File: config.mk
export PLATFORM = sky130hd
export DESIGN_NAME = ring_sampler
export DESIGN_NICKNAME = d
export VERILOG_FILES = /design/src/rtl/ring_sampler.sv
export SDC_FILE = /design/constraint.sdc
export NUM_CORES = 1
export LEC_CHECK = 0
export CAP_MARGIN = 0
export CORE_MARGIN = 4
export CORE_UTILIZATION = 38
export DETAILED_ROUTE_END_ITERATION = 16
export PLACE_DENSITY = 0.65
export SLEW_MARGIN = 20
export SYNTH_ARGS = -nofsm -noshare
export SYNTH_HDL_FRONTEND = slang
export SYNTH_SLANG_ARGS = --single-unit
File: constraint.sdc
create_clock -name i_clk -period 7.4 [get_ports i_clk]
set_input_delay 0.74 -clock i_clk [delete_from_list [all_inputs] [get_ports i_clk]]
set_output_delay 0.74 -clock i_clk [all_outputs]
set_load 0.01 [all_outputs]
File: src/rtl/ring_sampler.sv
// Reader side of a self-timed ring: holds the ring in reset/init, samples and XOR-folds
// the stage outputs into raw bits, packs them into words on a valid/ready port, and flags stuck output.
//
//   state     | meaning
//   ----------+-----------------------------------------------------------
//   S_IDLE    | ring held in reset, waiting for i_enable (blocked by o_error)
//   S_INIT    | ring held in reset with init values for INIT_CYCLES clocks
//   S_SETTLE  | ring released, raw bits discarded (pipeline flush + settle)
//   S_COLLECT | raw bits shifted into the word, one per clock
//   S_PRESENT | word held on o_data with o_valid until accepted
module ring_sampler #(
  parameter int                  N_STAGES      = 63,
  parameter logic [N_STAGES-1:0] INIT_PATTERN  = N_STAGES'(63'h5555_5555_5555_5555),
  parameter int                  INIT_CYCLES   = 4,
  parameter int                  SETTLE_CYCLES = 16,
  parameter int                  WORD_W        = 32,
  parameter int                  STUCK_LIMIT   = 64
) (
  input  logic                i_clk,
  input  logic                i_reset,
  input  logic                i_enable,
  input  logic [N_STAGES-1:0] i_ring,
  output logic                o_ring_reset,
  output logic [N_STAGES-1:0] o_ring_init,
  output logic [WORD_W-1:0]   o_data,
  output logic                o_valid,
  input  logic                i_ready,
  output logic                o_busy,
  output logic                o_error
);

  // Raw bits seen in the first PIPE_LAT settle clocks still reflect the ring in reset,
  // so SETTLE is stretched by the sampling latency before the SETTLE_CYCLES discard.
  localparam int PIPE_LAT    = 3;
  localparam int SETTLE_LOAD = SETTLE_CYCLES + PIPE_LAT - 1;
  localparam int MAX_A       = (INIT_CYCLES - 1 > SETTLE_LOAD) ? INIT_CYCLES - 1 : SETTLE_LOAD;
  localparam int CNT_MAX     = (MAX_A > WORD_W - 1) ? MAX_A : WORD_W - 1;
  localparam int CNT_W       = $clog2(CNT_MAX + 1);
  localparam int RUN_W       = $clog2(STUCK_LIMIT + 1);

  typedef enum logic [2:0] {
    S_IDLE,
    S_INIT,
    S_SETTLE,
    S_COLLECT,
    S_PRESENT
  } state_t;

  state_t              r_state;
  state_t              w_state_next;
  logic [N_STAGES-1:0] r_sync1;
  logic [N_STAGES-1:0] r_sync2;
  logic                r_raw;
  logic [CNT_W-1:0]    r_cnt;
  logic [CNT_W-1:0]    w_cnt_next;
  logic [WORD_W-2:0]   r_shreg;
  logic [WORD_W-1:0]   w_word;
  logic [WORD_W-1:0]   r_data;
  logic                r_valid;
  logic                r_error;
  logic [RUN_W-1:0]    r_run;
  logic                r_last;
  logic                w_health_on;
  logic                w_run_cont;
  logic                w_stuck;
  logic                w_cnt_tc;
  logic                w_word_done;
  logic                w_accept;

  assign w_health_on = (r_state == S_SETTLE) || (r_state == S_COLLECT) || (r_state == S_PRESENT);
  assign w_run_cont  = (r_run != '0) && (r_raw == r_last);
  assign w_stuck     = w_health_on && w_run_cont && (r_run == RUN_W'(STUCK_LIMIT - 1));
  assign w_cnt_tc    = (r_cnt == '0);
  assign w_word      = {r_shreg, r_raw};

  // Priority inside each state: stuck error, then disable, then count/word completion.
  always_comb begin
    w_state_next = r_state;
    w_cnt_next   = r_cnt;
    w_word_done  = 1'b0;
    w_accept     = 1'b0;
    case (r_state)
      S_IDLE: begin
        if (i_enable && !r_error) begin
          w_state_next = S_INIT;
          w_cnt_next   = CNT_W'(INIT_CYCLES - 1);
        end
      end
      S_INIT: begin
        if (!i_enable) begin
          w_state_next = S_IDLE;
        end else if (w_cnt_tc) begin
          w_state_next = S_SETTLE;
          w_cnt_next   = CNT_W'(SETTLE_LOAD);
        end else begin
          w_cnt_next = r_cnt - CNT_W'(1);
        end
      end
      S_SETTLE: begin
        if (w_stuck || !i_enable) begin
          w_state_next = S_IDLE;
        end else if (w_cnt_tc) begin
          w_state_next = S_COLLECT;
          w_cnt_next   = CNT_W'(WORD_W - 1);
        end else begin
          w_cnt_next = r_cnt - CNT_W'(1);
        end
      end
      S_COLLECT: begin
        if (w_stuck || !i_enable) begin
          w_state_next = S_IDLE;
        end else if (w_cnt_tc) begin
          w_state_next = S_PRESENT;
          w_word_done  = 1'b1;
        end else begin
          w_cnt_next = r_cnt - CNT_W'(1);
        end
      end
      S_PRESENT: begin
        if (w_stuck) begin
          w_state_next = S_IDLE;
        end else if (i_ready) begin
          w_accept = 1'b1;
          if (i_enable) begin
            w_state_next = S_COLLECT;
            w_cnt_next   = CNT_W'(WORD_W - 1);
          end else begin
            w_state_next = S_IDLE;
          end
        end
      end
      default: w_state_next = S_IDLE;
    endcase
  end

  always_ff @(posedge i_clk or posedge i_reset) begin
    if (i_reset) begin
      r_state <= S_IDLE;
      r_sync1 <= '0;
      r_sync2 <= '0;
      r_raw   <= 1'b0;
      r_cnt   <= '0;
      r_shreg <= '0;
      r_data  <= '0;
      r_valid <= 1'b0;
      r_error <= 1'b0;
      r_run   <= '0;
      r_last  <= 1'b0;
    end else begin
      r_state <= w_state_next;
      r_cnt   <= w_cnt_next;
      r_sync1 <= i_ring;
      r_sync2 <= r_sync1;
      r_raw   <= ^r_sync2;
      if (r_state == S_COLLECT) begin
        r_shreg <= w_word[WORD_W-2:0];
      end
      if (w_word_done) begin
        r_data  <= w_word;
        r_valid <= 1'b1;
      end else if (w_stuck || w_accept) begin
        r_valid <= 1'b0;
      end
      if (w_stuck) begin
        r_error <= 1'b1;
      end
      // Run length of identical raw bits, restarted whenever the check is inactive.
      if (!w_health_on) begin
        r_run <= '0;
      end else if (w_run_cont) begin
        if (r_run != RUN_W'(STUCK_LIMIT)) begin
          r_run <= r_run + RUN_W'(1);
        end
      end else begin
        r_run <= RUN_W'(1);
      end
      r_last <= r_raw;
    end
  end

  assign o_ring_reset = (r_state == S_IDLE) || (r_state == S_INIT);
  assign o_ring_init  = INIT_PATTERN;
  assign o_data       = r_data;
  assign o_valid      = r_valid;
  assign o_busy       = (r_state != S_IDLE);
  assign o_error      = r_error;

endmodule
# Yosys cells after proc, flatten, opt, wreduce, memory -nomap -nowiden
# Cells that the tools add are included.
# word_totals
ff_bits,208
in_bits,67
out_inout_bits,99
# classes
add_sub_neg,2
eq_ne,20
muxes,33
reduce_logical,20
# ops
op,count
$reduce_xor A63 Y1,1
$mux W5,10
$mux W3,9
$pmux W5 S5,1
$mux W7,3
$ne A2 B2 Y1 const B,8
$pmux W3 S5,1
$ne A3 B2 Y1 const B,3
$reduce_and A9 Y1,1
$mux W1,8
$add A7 B1 Y7 const B,1
$eq A7 B6 Y1 const B,1
$ne A7 B7 Y1 const B,1
$reduce_bool A7 Y1,1
$eq A3 B2 Y1 const B,2
$ne A3 B3 Y1 const B,2
$logic_not A5 Y1,1
$logic_or A1 B1 Y1,5
$reduce_and A5 Y1,1
$reduce_bool A5 Y1,1
$sub A5 B1 Y5 const B,1
$logic_and A1 B1 Y1,4
$eq A3 B1 Y1 const B,1
$eq A3 B3 Y1 const B,1
6 further kinds,7

# Logic depth before layout (Yosys ltp)
# logic_depth
word_depth,10
ltp_mapped,8

# Worst setup path before layout
# OpenSTA, ideal clock, no wires.
# synth_timing
path_type,register to register
start,register r_cnt[0]
end,register r_data[10] (netlist: o_data[10])
setup_time_ps,125
arrival_ps,2111
setup_slack_ps,5164
stages_incl_launch_ff,9
synth_period_minus_slack_ps,2236
path_cell_list,dfrtp_1 > inv_1 > ha_1 > or4b_4 > buf_6 > or3_1 > buf_6 > buf_12 > mux2_4
# synth_via
elab_chain_len,4
# synth_lines
element,line,rtl
"start, declared",54,logic [CNT_W-1:0] r_cnt;
"start signal, assigned",151,r_cnt <= w_cnt_next;
$logic_not A5 Y1,73,assign w_cnt_tc = (r_cnt == '0);
$mux W1,112,end else if (w_cnt_tc) begin
$mux W1,110,if (w_stuck || !i_enable) begin
$mux W1,82,case (r_state)
"end signal, assigned",159,r_data <= w_word;
"end, declared",58,logic [WORD_W-1:0] r_data;
# No other way between the ends.
# A chain may end at the register's enable or synchronous reset.

# Final worst setup path
# layout_timing
start,register r_state[2]
end,register r_data[30] (netlist: o_data[30])
# layout_via
elab_chain_len,8
word_cells_on_any_way,10
# layout_lines
element,line,rtl
"start, declared",49,state_t r_state;
"start signal, assigned",150,r_state <= w_state_next;
$eq A3 B2 Y1 (on tied branches),"70, 82",
$logic_or A1 B1 Y1 (2 in a row),70,assign w_health_on = (r_state == S_SETTLE) || (r_state == S_COLLECT) || (r_state == S_PRESENT);
$logic_and A1 B1 Y1 (2 in a row),72,assign w_stuck = w_health_on && w_run_cont && (r_run == RUN_W'(STUCK_LIMIT - 1));
$logic_or A1 B1 Y1,110,
$mux W1,110,
$mux W1 *,82,
# Mark *: on every way between the ends. The rest lies on a longest branch, timed or not.

==> impl_metrics.ini <==
[critical_path]
worst_setup_path_end_kind = flop
worstSetupPathType = reg -> reg
ff2ff_path_depth = 5
arrival_ps = 3460
rrSetupSlack_ps = 4320
crit_required_ps = 7780
cp-start-kind = flop
critPathMaxFanout = 33
crit-reg2reg-launch = r_state[2]
r2r-end = o_data[30]

[routing]
wl_per_cell_um = 14.25
drtIter0Drc = 179
ant_nets = 0
met1Wirelength_um = 5381
top_layer_used = met4
vias = 3977
wirelength_um = 13030
dr_wl_met2_um = 6303
drcViolationCount = 0
firstDrtPassIters = 4
met3_length_um = 1038
vias_per_cell = 4.351

[sta]
fin_ws_ps = 4320
setup_viol = 0
hold_viol_final = 0
slew_headroom_pct = 26.34
fmax_mhz = 324.7
fin_crit_ps = 3080
final_max_slew_viol_count = 0
min_period_over_period_pct = 41.62
rsz0062_at_grt = false
skew_ps = 6.661
tightest_slew_ps = 1105
fin_setup_tns_ps = 0

[synthesis]
syn_avg_cell_area_um2 = 15.37
synth_largest_area_cell = dfrtp_1
yosysSeqAreaShare_pct = 65.63
synth_area_leaders = dfrtp_1, buf_4, xnor2_1
async_flop_share_pct = 100.0
yosysWarnings = 0
yosys.cell_count.top_type = dfrtp_1
yosysUniqueCellTypes = 55
yosys.area.top_type_share_pct = 65.63
synth_edf_count = 0
synth_common_cells = dfrtp_1, buf_4, xnor2_1, mux2_2, mux2_4
synth_cells = 516
synth_flop_cell = dfrtp_1
syn-cell-area_um2 = 7931
synth-seq-cells = 208

[min_path]
hold_path_startpoint = r_sync1[5]
hp-class = reg -> reg
min_delay_path_depth = 0
holdPathEnd = r_sync2[5]

[clocking]
clk_latency_ps = 490
cts_hold_buf = 0
path_clk_slew_ps = 60
cts_resized = 0
cts_buffers = 22
cts.sinks = 208
cts_tree = built
clockBufferDepth = 3
clock-root-buffer = clkbuf_16
cts_setup_buffers = 0
htreeDepth = 1

[die]
initial_utilization_pct = 38.95
core_area_um2 = 20360
die_w_um = 152.5
ioPinCount = 166
die_height_um = 152.5
dieArea_um2 = 23250
rows = 52

[power_and_ir_drop]
power.density_nw_per_um2 = 290.3
leakagePower_nw = 4.482
ir_drop_uv = 176.0

[status]
status = finished, final reports clean

[cells_and_area]
insertedDiodeCount = 0
final_cells = 914
drive_gt1_share_pct = 18.32
final_core_util_pct = 47.61
finalNetCount = 699
area_growth_pct = 22.24
finalInstanceArea_um2 = 9696

[placement]
post-place-cells = 874
dp_slack_ps = 4318
place_congestion = 0.7915
hpwl_um = 8579
place_area_um2 = 8945
numPortBuffers = 102

[grt]
overflow = 0
antenna_found_initial = 0
first_global_vias = 4279
grt_pass1_wl_um = 21470
grt_max_degree = 130
groute.usage.overall_pct = 11.09

[flow_run]
maxCapViolCount = 0
## critical path, cell delays in order (launching register included)
cell and delay [ps]:
dfrtp_1 650, nor3b_2 450, o21ai_2 180, o21ai_1 320, or3_2 920, mux2_2 430
## through the flow
step                      power, mW  hold slack, ps
after floorplan               1.629           331.2
after global placement        1.717           334.0
after detailed placement      1.736           334.7
after CTS                     2.865           348.4
after global routing          2.956           349.0
final                         2.815           344.2
## power by group
group          internal, mW  switching (mW)  leakage, nW
clock network         0.662           0.444        0.368
registers              1.21          0.0730         2.60
logic                 0.227           0.199         1.52
## state kept, by name, indices dropped and copies added (netlist names), 3 cells and up
register,cells
o_data,32
r_state,3
r_cnt,5
r_sync2,63
r_sync1,63
r_run,7
r_shreg,31
## routing by layer
layer | up-vias | track usage, %
met5 | - | 0
met4 | 0 | 3.903
met3 | 35 | 3.238
met2 | 158 | 18.63
met1 | 1964 | 13.78
li1 | 1820 | -
## worst max path at each step
stage / cells past startpoint / slack (ps) / from / to
after floorplan: 1 / 980 / i_reset / o_data[0]
final: 5 / 4320 / r_state[2] / o_data[30]
after global routing: 5 / 4110 / r_state[2] / o_data[28]
after global placement: 4 / 4410 / i_enable / o_data[14]
after CTS: 5 / 4320 / r_state[2] / o_data[28]
after detailed placement: 4 / 4320 / i_enable / o_data[23]
## cell type report
cell class                 count  area [µm²]
inverter                       9       41.29
clock inverter                14       143.9
sequential                   208        5205
multi-input combinational    283        2325
clock buffer                  26       606.8
fill                        1752       10670
tap                          270       337.8
timing repair buffer         104        1036
## cell families after synthesis
logic type / share of synthesized area (%)
DFF: 65.63
buffers and inverters: 7.966
muxes: 11.06
xor gates and xnor gates: 7.935
and+or+nand+nor: 3.802
AOI/OAI and AO/OA: 2.761
adders and majority gates: 0.7572
other: 0.09469
## cells in the final DEF, fill, tap and decap left out, drive strengths merged, types with 4 or more instances in the layout
master,Yosys,routed
conb,2,63
a21oi,11,11
clkdlybuf4s50,0,102
mux2,67,67
clkbuf,4,26
xor2,7,7
dfrtp,208,208
inv,9,9
nand3,4,4
nand2,10,10
xnor3,5,5
nor2,10,10
xnor2,52,52
ha,4,4
nor3,4,4
o21ai,6,6
clkinv,0,10
Power figures use the tool's default switching activity.
